--- config.mk ---
export PLATFORM = sky130hd
export DESIGN_NAME = switch_box_element_cfg_flat
export DESIGN_NICKNAME = d
export VERILOG_FILES = /design/src/rtl/switch_box_pkg.sv /design/src/rtl/switch_box_element_cfg_if.sv /design/src/rtl/switch_box_track_mux.sv /design/src/rtl/switch_box_element_cfg.sv /design/src/flat_wrapper.sv
export SDC_FILE = /design/constraint.sdc
export NUM_CORES = 1
export LEC_CHECK = 0
export CAP_MARGIN = 10
export CORE_AREA = 2 2 83 85
export CTS_BUF_LIST = sky130_fd_sc_hd__clkbuf_16
export DETAILED_ROUTE_END_ITERATION = 10
export DIE_AREA = 0 0 85 87
export PLACE_DENSITY = 0.84
export SLEW_MARGIN = 20
export SYNTH_ARGS = -nofsm -noshare
export SYNTH_HDL_FRONTEND = slang
export SYNTH_SLANG_ARGS = --single-unit
--- constraint.sdc ---
create_clock -name clk -period 1.54 [get_ports clk]
set_input_delay 0.231 -clock clk [delete_from_list [all_inputs] [get_ports clk]]
set_output_delay 0.231 -clock clk [all_outputs]
set_load 0.01 [all_outputs]
--- src/rtl/switch_box_pkg.sv ---
// Shared constants and types for the switch box routing element.
package switch_box_pkg;

  localparam int unsigned SIDE_N = 0;
  localparam int unsigned SIDE_E = 1;
  localparam int unsigned SIDE_S = 2;
  localparam int unsigned SIDE_W = 3;

  localparam int unsigned CFG_BITS_PER_TRACK = 8;

  typedef logic [1:0] sel_t;

  localparam sel_t SEL_OFF = 2'd3;

endpackage

--- src/rtl/switch_box_element_cfg_if.sv ---
// Track buses and configuration-chain signals of one switch box.
interface switch_box_element_cfg_if #(
  parameter int unsigned W = 4
);
  logic [W-1:0] north_in;
  logic [W-1:0] east_in;
  logic [W-1:0] south_in;
  logic [W-1:0] west_in;
  logic [W-1:0] north_out;
  logic [W-1:0] east_out;
  logic [W-1:0] south_out;
  logic [W-1:0] west_out;
  logic         cfg_en;
  logic         cfg_in;
  logic         cfg_out;
  logic         cfg_load;
  logic         cfg_full;
  logic         cfg_err;

  modport master (
    output north_in, east_in, south_in, west_in,
    output cfg_en, cfg_in, cfg_load,
    input  north_out, east_out, south_out, west_out,
    input  cfg_out, cfg_full, cfg_err
  );

  modport slave (
    input  north_in, east_in, south_in, west_in,
    input  cfg_en, cfg_in, cfg_load,
    output north_out, east_out, south_out, west_out,
    output cfg_out, cfg_full, cfg_err
  );
endinterface

--- src/rtl/switch_box_track_mux.sv ---
// Per-track 3:1 selector with an OFF code; one instance serves a whole output side.
module switch_box_track_mux
  import switch_box_pkg::*;
#(
  parameter int unsigned W = 4
) (
  input  logic [W-1:0] in0,
  input  logic [W-1:0] in1,
  input  logic [W-1:0] in2,
  input  sel_t [W-1:0] sel,
  output logic [W-1:0] y
);

  always_comb begin
    y = '0;
    for (int unsigned t = 0; t < W; t++) begin
      case (sel[t])
        2'd0:    y[t] = in0[t];
        2'd1:    y[t] = in1[t];
        2'd2:    y[t] = in2[t];
        SEL_OFF: y[t] = 1'b0;
        default: y[t] = 1'b0;
      endcase
    end
  end

endmodule

--- src/rtl/switch_box_element_cfg.sv ---
// Switch box with scan-loaded shadow config committed atomically to the active config.
// Optional registered outputs: define SWITCH_BOX_REG_OUT_EN.
module switch_box_element_cfg
  import switch_box_pkg::*;
#(
  parameter int unsigned W = 4
) (
  input logic                      clk,
  input logic                      rst,
  switch_box_element_cfg_if.slave  bus
);

  localparam int unsigned      NBITS = CFG_BITS_PER_TRACK * W;
  localparam int unsigned      CW    = $clog2(NBITS + 1);
  localparam logic [CW-1:0]    FULL  = CW'(NBITS);

  logic [NBITS-1:0] shadow;
  logic [NBITS-1:0] active;
  logic [CW-1:0]    count;
  logic             err;
  logic             full;
  logic             commit;

  assign full   = (count == FULL);
  assign commit = bus.cfg_load && full;

  // Commit sees pre-shift shadow and pre-increment count; a same-cycle shift counts toward the next load.
  always_ff @(posedge clk) begin
    if (rst) begin
      shadow <= '1;
      active <= '1;
      count  <= '0;
      err    <= 1'b0;
    end else begin
      if (bus.cfg_en)
        shadow <= {shadow[NBITS-2:0], bus.cfg_in};
      if (commit)
        active <= shadow;
      if (bus.cfg_load && !full)
        err <= 1'b1;
      if (commit)
        count <= bus.cfg_en ? CW'(1) : '0;
      else if (bus.cfg_en && !full)
        count <= count + CW'(1);
    end
  end

  sel_t [3:0][W-1:0] sel_side;

  always_comb begin
    sel_side = '1;
    for (int unsigned d = 0; d < 4; d++)
      for (int unsigned t = 0; t < W; t++)
        sel_side[d][t] = active[CFG_BITS_PER_TRACK*t + 2*d +: 2];
  end

  logic [3:0][W-1:0] route;

  switch_box_track_mux #(.W(W)) u_mux_n (
    .in0(bus.east_in), .in1(bus.south_in), .in2(bus.west_in),
    .sel(sel_side[SIDE_N]), .y(route[SIDE_N])
  );
  switch_box_track_mux #(.W(W)) u_mux_e (
    .in0(bus.south_in), .in1(bus.west_in), .in2(bus.north_in),
    .sel(sel_side[SIDE_E]), .y(route[SIDE_E])
  );
  switch_box_track_mux #(.W(W)) u_mux_s (
    .in0(bus.west_in), .in1(bus.north_in), .in2(bus.east_in),
    .sel(sel_side[SIDE_S]), .y(route[SIDE_S])
  );
  switch_box_track_mux #(.W(W)) u_mux_w (
    .in0(bus.north_in), .in1(bus.east_in), .in2(bus.south_in),
    .sel(sel_side[SIDE_W]), .y(route[SIDE_W])
  );

  logic [3:0][W-1:0] out_val;

`ifdef SWITCH_BOX_REG_OUT_EN
  always_ff @(posedge clk) begin
    if (rst) out_val <= '0;
    else     out_val <= route;
  end
`else
  assign out_val = route;
`endif

  assign bus.north_out = out_val[SIDE_N];
  assign bus.east_out  = out_val[SIDE_E];
  assign bus.south_out = out_val[SIDE_S];
  assign bus.west_out  = out_val[SIDE_W];
  assign bus.cfg_out   = shadow[NBITS-1];
  assign bus.cfg_full  = full;
  assign bus.cfg_err   = err;

endmodule

--- src/flat_wrapper.sv ---
// flat-port wrapper written by rule: the top's interface ports become plain ports
module switch_box_element_cfg_flat import switch_box_pkg::*;
#(
  parameter int unsigned W = 4
)
  (clk, rst, bus_north_in, bus_east_in, bus_south_in, bus_west_in, bus_cfg_en, bus_cfg_in, bus_cfg_load, bus_north_out, bus_east_out, bus_south_out, bus_west_out, bus_cfg_out, bus_cfg_full, bus_cfg_err);
  switch_box_element_cfg_if #(.W(W)) bus_i ();
  input logic clk;
  input logic rst;
  input wire logic [$bits(bus_i.north_in)-1:0] bus_north_in;
  input wire logic [$bits(bus_i.east_in)-1:0] bus_east_in;
  input wire logic [$bits(bus_i.south_in)-1:0] bus_south_in;
  input wire logic [$bits(bus_i.west_in)-1:0] bus_west_in;
  input wire logic [$bits(bus_i.cfg_en)-1:0] bus_cfg_en;
  input wire logic [$bits(bus_i.cfg_in)-1:0] bus_cfg_in;
  input wire logic [$bits(bus_i.cfg_load)-1:0] bus_cfg_load;
  output wire logic [$bits(bus_i.north_out)-1:0] bus_north_out;
  output wire logic [$bits(bus_i.east_out)-1:0] bus_east_out;
  output wire logic [$bits(bus_i.south_out)-1:0] bus_south_out;
  output wire logic [$bits(bus_i.west_out)-1:0] bus_west_out;
  output wire logic [$bits(bus_i.cfg_out)-1:0] bus_cfg_out;
  output wire logic [$bits(bus_i.cfg_full)-1:0] bus_cfg_full;
  output wire logic [$bits(bus_i.cfg_err)-1:0] bus_cfg_err;
  assign bus_i.north_in = bus_north_in;
  assign bus_i.east_in = bus_east_in;
  assign bus_i.south_in = bus_south_in;
  assign bus_i.west_in = bus_west_in;
  assign bus_i.cfg_en = bus_cfg_en;
  assign bus_i.cfg_in = bus_cfg_in;
  assign bus_i.cfg_load = bus_cfg_load;
  assign bus_north_out = bus_i.north_out;
  assign bus_east_out = bus_i.east_out;
  assign bus_south_out = bus_i.south_out;
  assign bus_west_out = bus_i.west_out;
  assign bus_cfg_out = bus_i.cfg_out;
  assign bus_cfg_full = bus_i.cfg_full;
  assign bus_cfg_err = bus_i.cfg_err;
  switch_box_element_cfg #(.W(W)) u_core (.clk(clk), .rst(rst), .bus(bus_i));
endmodule
==> run_results.csv <==
group,metric,value,unit
timing,max_freq,587,MHz
clock_tree,clk_latency,0.33,ns
placed_design,globalplace.congestion,0.799,
routing,firstDrtPassIters,4,
clock_tree,cts_root_buf,"clkbuf_16",
clock_tree,numCtsBuffers,9,
yosys,synth.ff_latch_count,71,
clock_tree,clk_pin_slew_worst_paths,0.05,ns
floorplan,core,6570,sq um
outcome,outcome,"complete, but fails checks",
setup_path,cpMaxStageDelayCell,"or3b_4",
yosys,synth.distinct_cells,32,
placed_design,hpwl,4080,microns
power_and_ir_drop,vdd_ir_drop_max,0.000833,V
timing,setup_viol,36,
yosys,synth_mux_area_share,5.11,%
routing,ant_nets,0,
clock_tree,holdBufCountCts,0,
yosys,synth_top_family_by_area,"compound AO/OA/AOI/OAI gates",
yosys,yosysWarningCount,0,
clock_tree,cts_htree_levels,3,
routing,drtIter0Drc,138,
finish,fillers,494,
global_routing,grt_pass1_wl,11100,microns
yosys,synth-edff-count,0,
finish,syn2layout_area_growth,35.6,%
clock_tree,cts_tree,"done",
yosys,synthArstFlopShare,0,%
run,drv_cap,0,
global_routing,antenna_found_initial,0,
yosys,synth-xor-area-share,0.559,%
routing,viasPerCell,5.88,
power_and_ir_drop,powerDensity,1100,nW/um^2
setup_path,required,1.31,ns
placed_design,portBuffers,39,
power_and_ir_drop,power.leakage,1.81,nW
clock_tree,cts.sinks,71,
yosys,synth_compound_area_share,23.1,%
yosys,yosys_most_used_dff,"dfxtp_1",
timing,fin_ws,-0.162,ns
timing,max_slew_margin,73.9,%
clock_tree,cts_buffer_depth,2,
finish,regArea,1440,sq um
timing,hold_viol,0,
placed_design,place_area,3670,sq um
min_path,holdCritPathClass,"input pin to flip-flop",
floorplan,die_h,87,microns
timing,min_period,1.70,ns
global_routing,grt_pass1_vias,2434,
finish,final_nets,385,
setup_path,path_cells,"inv_2, ha_4, or3b_4, nor2_4, buf_6",
timing,min_period_over_period,111,%
timing,skew,0.00428,ns
yosys,seq_area_frac_synth,45.3,%
yosys,yosys.area_share.simple,20.1,%
finish,num_antenna_cells,0,
setup_path,startpoint_type,"flip-flop",
timing,grt_setup_unrepaired,"yes",
setup_path,worstSetupPathType,"flip-flop to output pin",
yosys,avgSynthCellArea,10.1,sq um
yosys,synth_most_common_cell,"dfxtp_1",
global_routing,track_usage,18.6,%
yosys,synth-adder-area-share,0.798,%
yosys,synth.cell_area,3140,sq um
setup_path,cpPeakStageDelay,0.40,ns
routing,wire_per_inst,16.8,microns
yosys,synth_fp_nets,334,
global_routing,gr-total-overflow,0,
floorplan,die_area,7400,sq um
timing,slew_violations,0,
yosys,yosysTopAreaCell,"dfxtp_1",
setup_path,path_max_fanout,2,
routing,via_count,2627,
setup_path,cp_top_family,"simple AND/OR/NAND/NOR gates",
placed_design,post-place-ws,-0.388,ns
routing,drc,0,
outcome,violations,"setup timing",
setup_path,path_buf_inv,2,
floorplan,die_x,85,microns
yosys,synth.area.top_cells,"dfxtp_1 45%, a211o_1 18%, and3_1 6.4%",
routing,routed_wl,7500,microns
global_routing,grt_max_degree,67,
finish,design_area,4250,sq um
yosys,netlist_top_cells_count,"71 x dfxtp_1, 66 x a211o_1, 32 x and3_1, 32 x nor2b_1, 18 x o21ai_0",
floorplan,ioPinCount,40,
setup_path,endpoint_kind,"output pin",
yosys,yosysTopAreaCellShare,45.3,%
setup_path,cp.arrival,1.47,ns
floorplan,initial_utilization,47.7,%
yosys,synthCells,311,
finish,multi_input_area,1690,sq um
floorplan,rows,30,
timing,tightest_slew,0.392,ns
finish,drive_gt1_share,25.3,%
## area by class of cell
type	count	share of cell area, %
Inverter	4	0.353
Sequential cell	71	33.8
Clock inverter	7	2.62
Clock buffer	9	5.30
Multi-Input combinational cell	210	39.8
Tap cell	80	2.36
Timing Repair Buffer	66	15.8
## kinds of logic (layout without fill, tap and decap cells)
family	count (synthesis)	after routing
simple gates	98	98
compound gates	92	92
flops	71	71
buf+inv	30	86
mux	16	16
fa+ha+maj	2	2
xor+xnor	2	2
## timing repair
action | 4_1_cts | 5_1_grt
resized for setup | 29 | 62
setup endpoints to repair | 23 | 48
buffers inserted | 1 | 2
gates cloned | 0 | 5
pin swaps | 2 | 37
## worst reg2reg max path: cells and delay by family (launching register included)
kind,cells,cell delay [ns]
compound gates,1,0.26
fa+ha+maj,1,0.15
flops,1,0.33
simple gates,2,0.33
buf+inv,4,0.49
## registers in the layout, indices dropped and copies added (netlist names)
signal	cells
u_core.active	32
u_core.bus.cfg_err	1
u_core.shadow	32
u_core.count	6
## cell usage in the layout, fill, tap and decap left out, types with 2 or more instances in the layout
cell,count
clkbuf_2,8
and3_4,17
buf_6,2
a21oi_1,2
o21ai_0,17
buf_12,5
buf_4,15
clkdlybuf4s15_1,2
nand3b_1,16
inv_1,2
clkinv_2,2
mux2i_1,16
nand2_1,4
and3_1,15
xor2_1,2
dfxtp_1,59
nor2b_1,32
dfxtp_2,12
a211o_1,66
bufinv_16,3
buf_2,3
clkbuf_16,12
nor3_1,2
clkdlybuf4s50_1,19
inv_2,2
buf_8,2
dlygate4sd2_1,5
nand4_1,3
## path summary, 6_finish.rpt
kind / startpoint / endpoint / slack [ns] / depth (start not counted)
hold reg to reg: u_core.bus.cfg_err$_SDFFE_PP0P_ / u_core.bus.cfg_err$_SDFFE_PP0P_ / 0.45 / 2
setup reg to reg: u_core.count[1]$_SDFFE_PP0P_ / u_core.active[20]$_SDFFE_PP1P_ / -0.13 / 8
hold / removal: bus_cfg_en / u_core.count[1]$_SDFFE_PP0P_ / 0.30 / 3
setup / recovery: u_core.count[0]$_SDFFE_PP0P_ / bus_cfg_full / -0.16 / 5
## per-layer routing
metal	part of all wire, %	vias up	global-route usage [%]
li1	-	1272	-
met1	46	1286	24.0
met2	48	57	29.2
met3	3.6	12	3.32
met4	2.1	0	10.8
met5	0	-	0
## power breakdown
group	leakage, nW	total [mW]	switching [mW]	internal, mW
clock network	0.163	2.33	0.758	1.57
logic	1.07	0.423	0.200	0.223
registers	0.577	1.94	0.0449	1.90
## through the flow
step | total power, mW | utilization [%] | TNS [ns] | instances | hold WS (ns)
final | 4.69 | 64.7 | -3.41 | 447 | 0.303
after global routing | 4.86 | 64.7 | -5.17 | 447 | 0.309
after CTS | 4.64 | 61.1 | -0.186 | 440 | 0.296
after detailed placement | 2.31 | 55.8 | -8.93 | 423 | 0.448
after global placement | 2.30 | 55.8 | -7.79 | 423 | 0.433
after floorplan | 2.17 | - | 0 | 311 | 0.353
No activity file was read; power rests on OpenSTA's default activity.
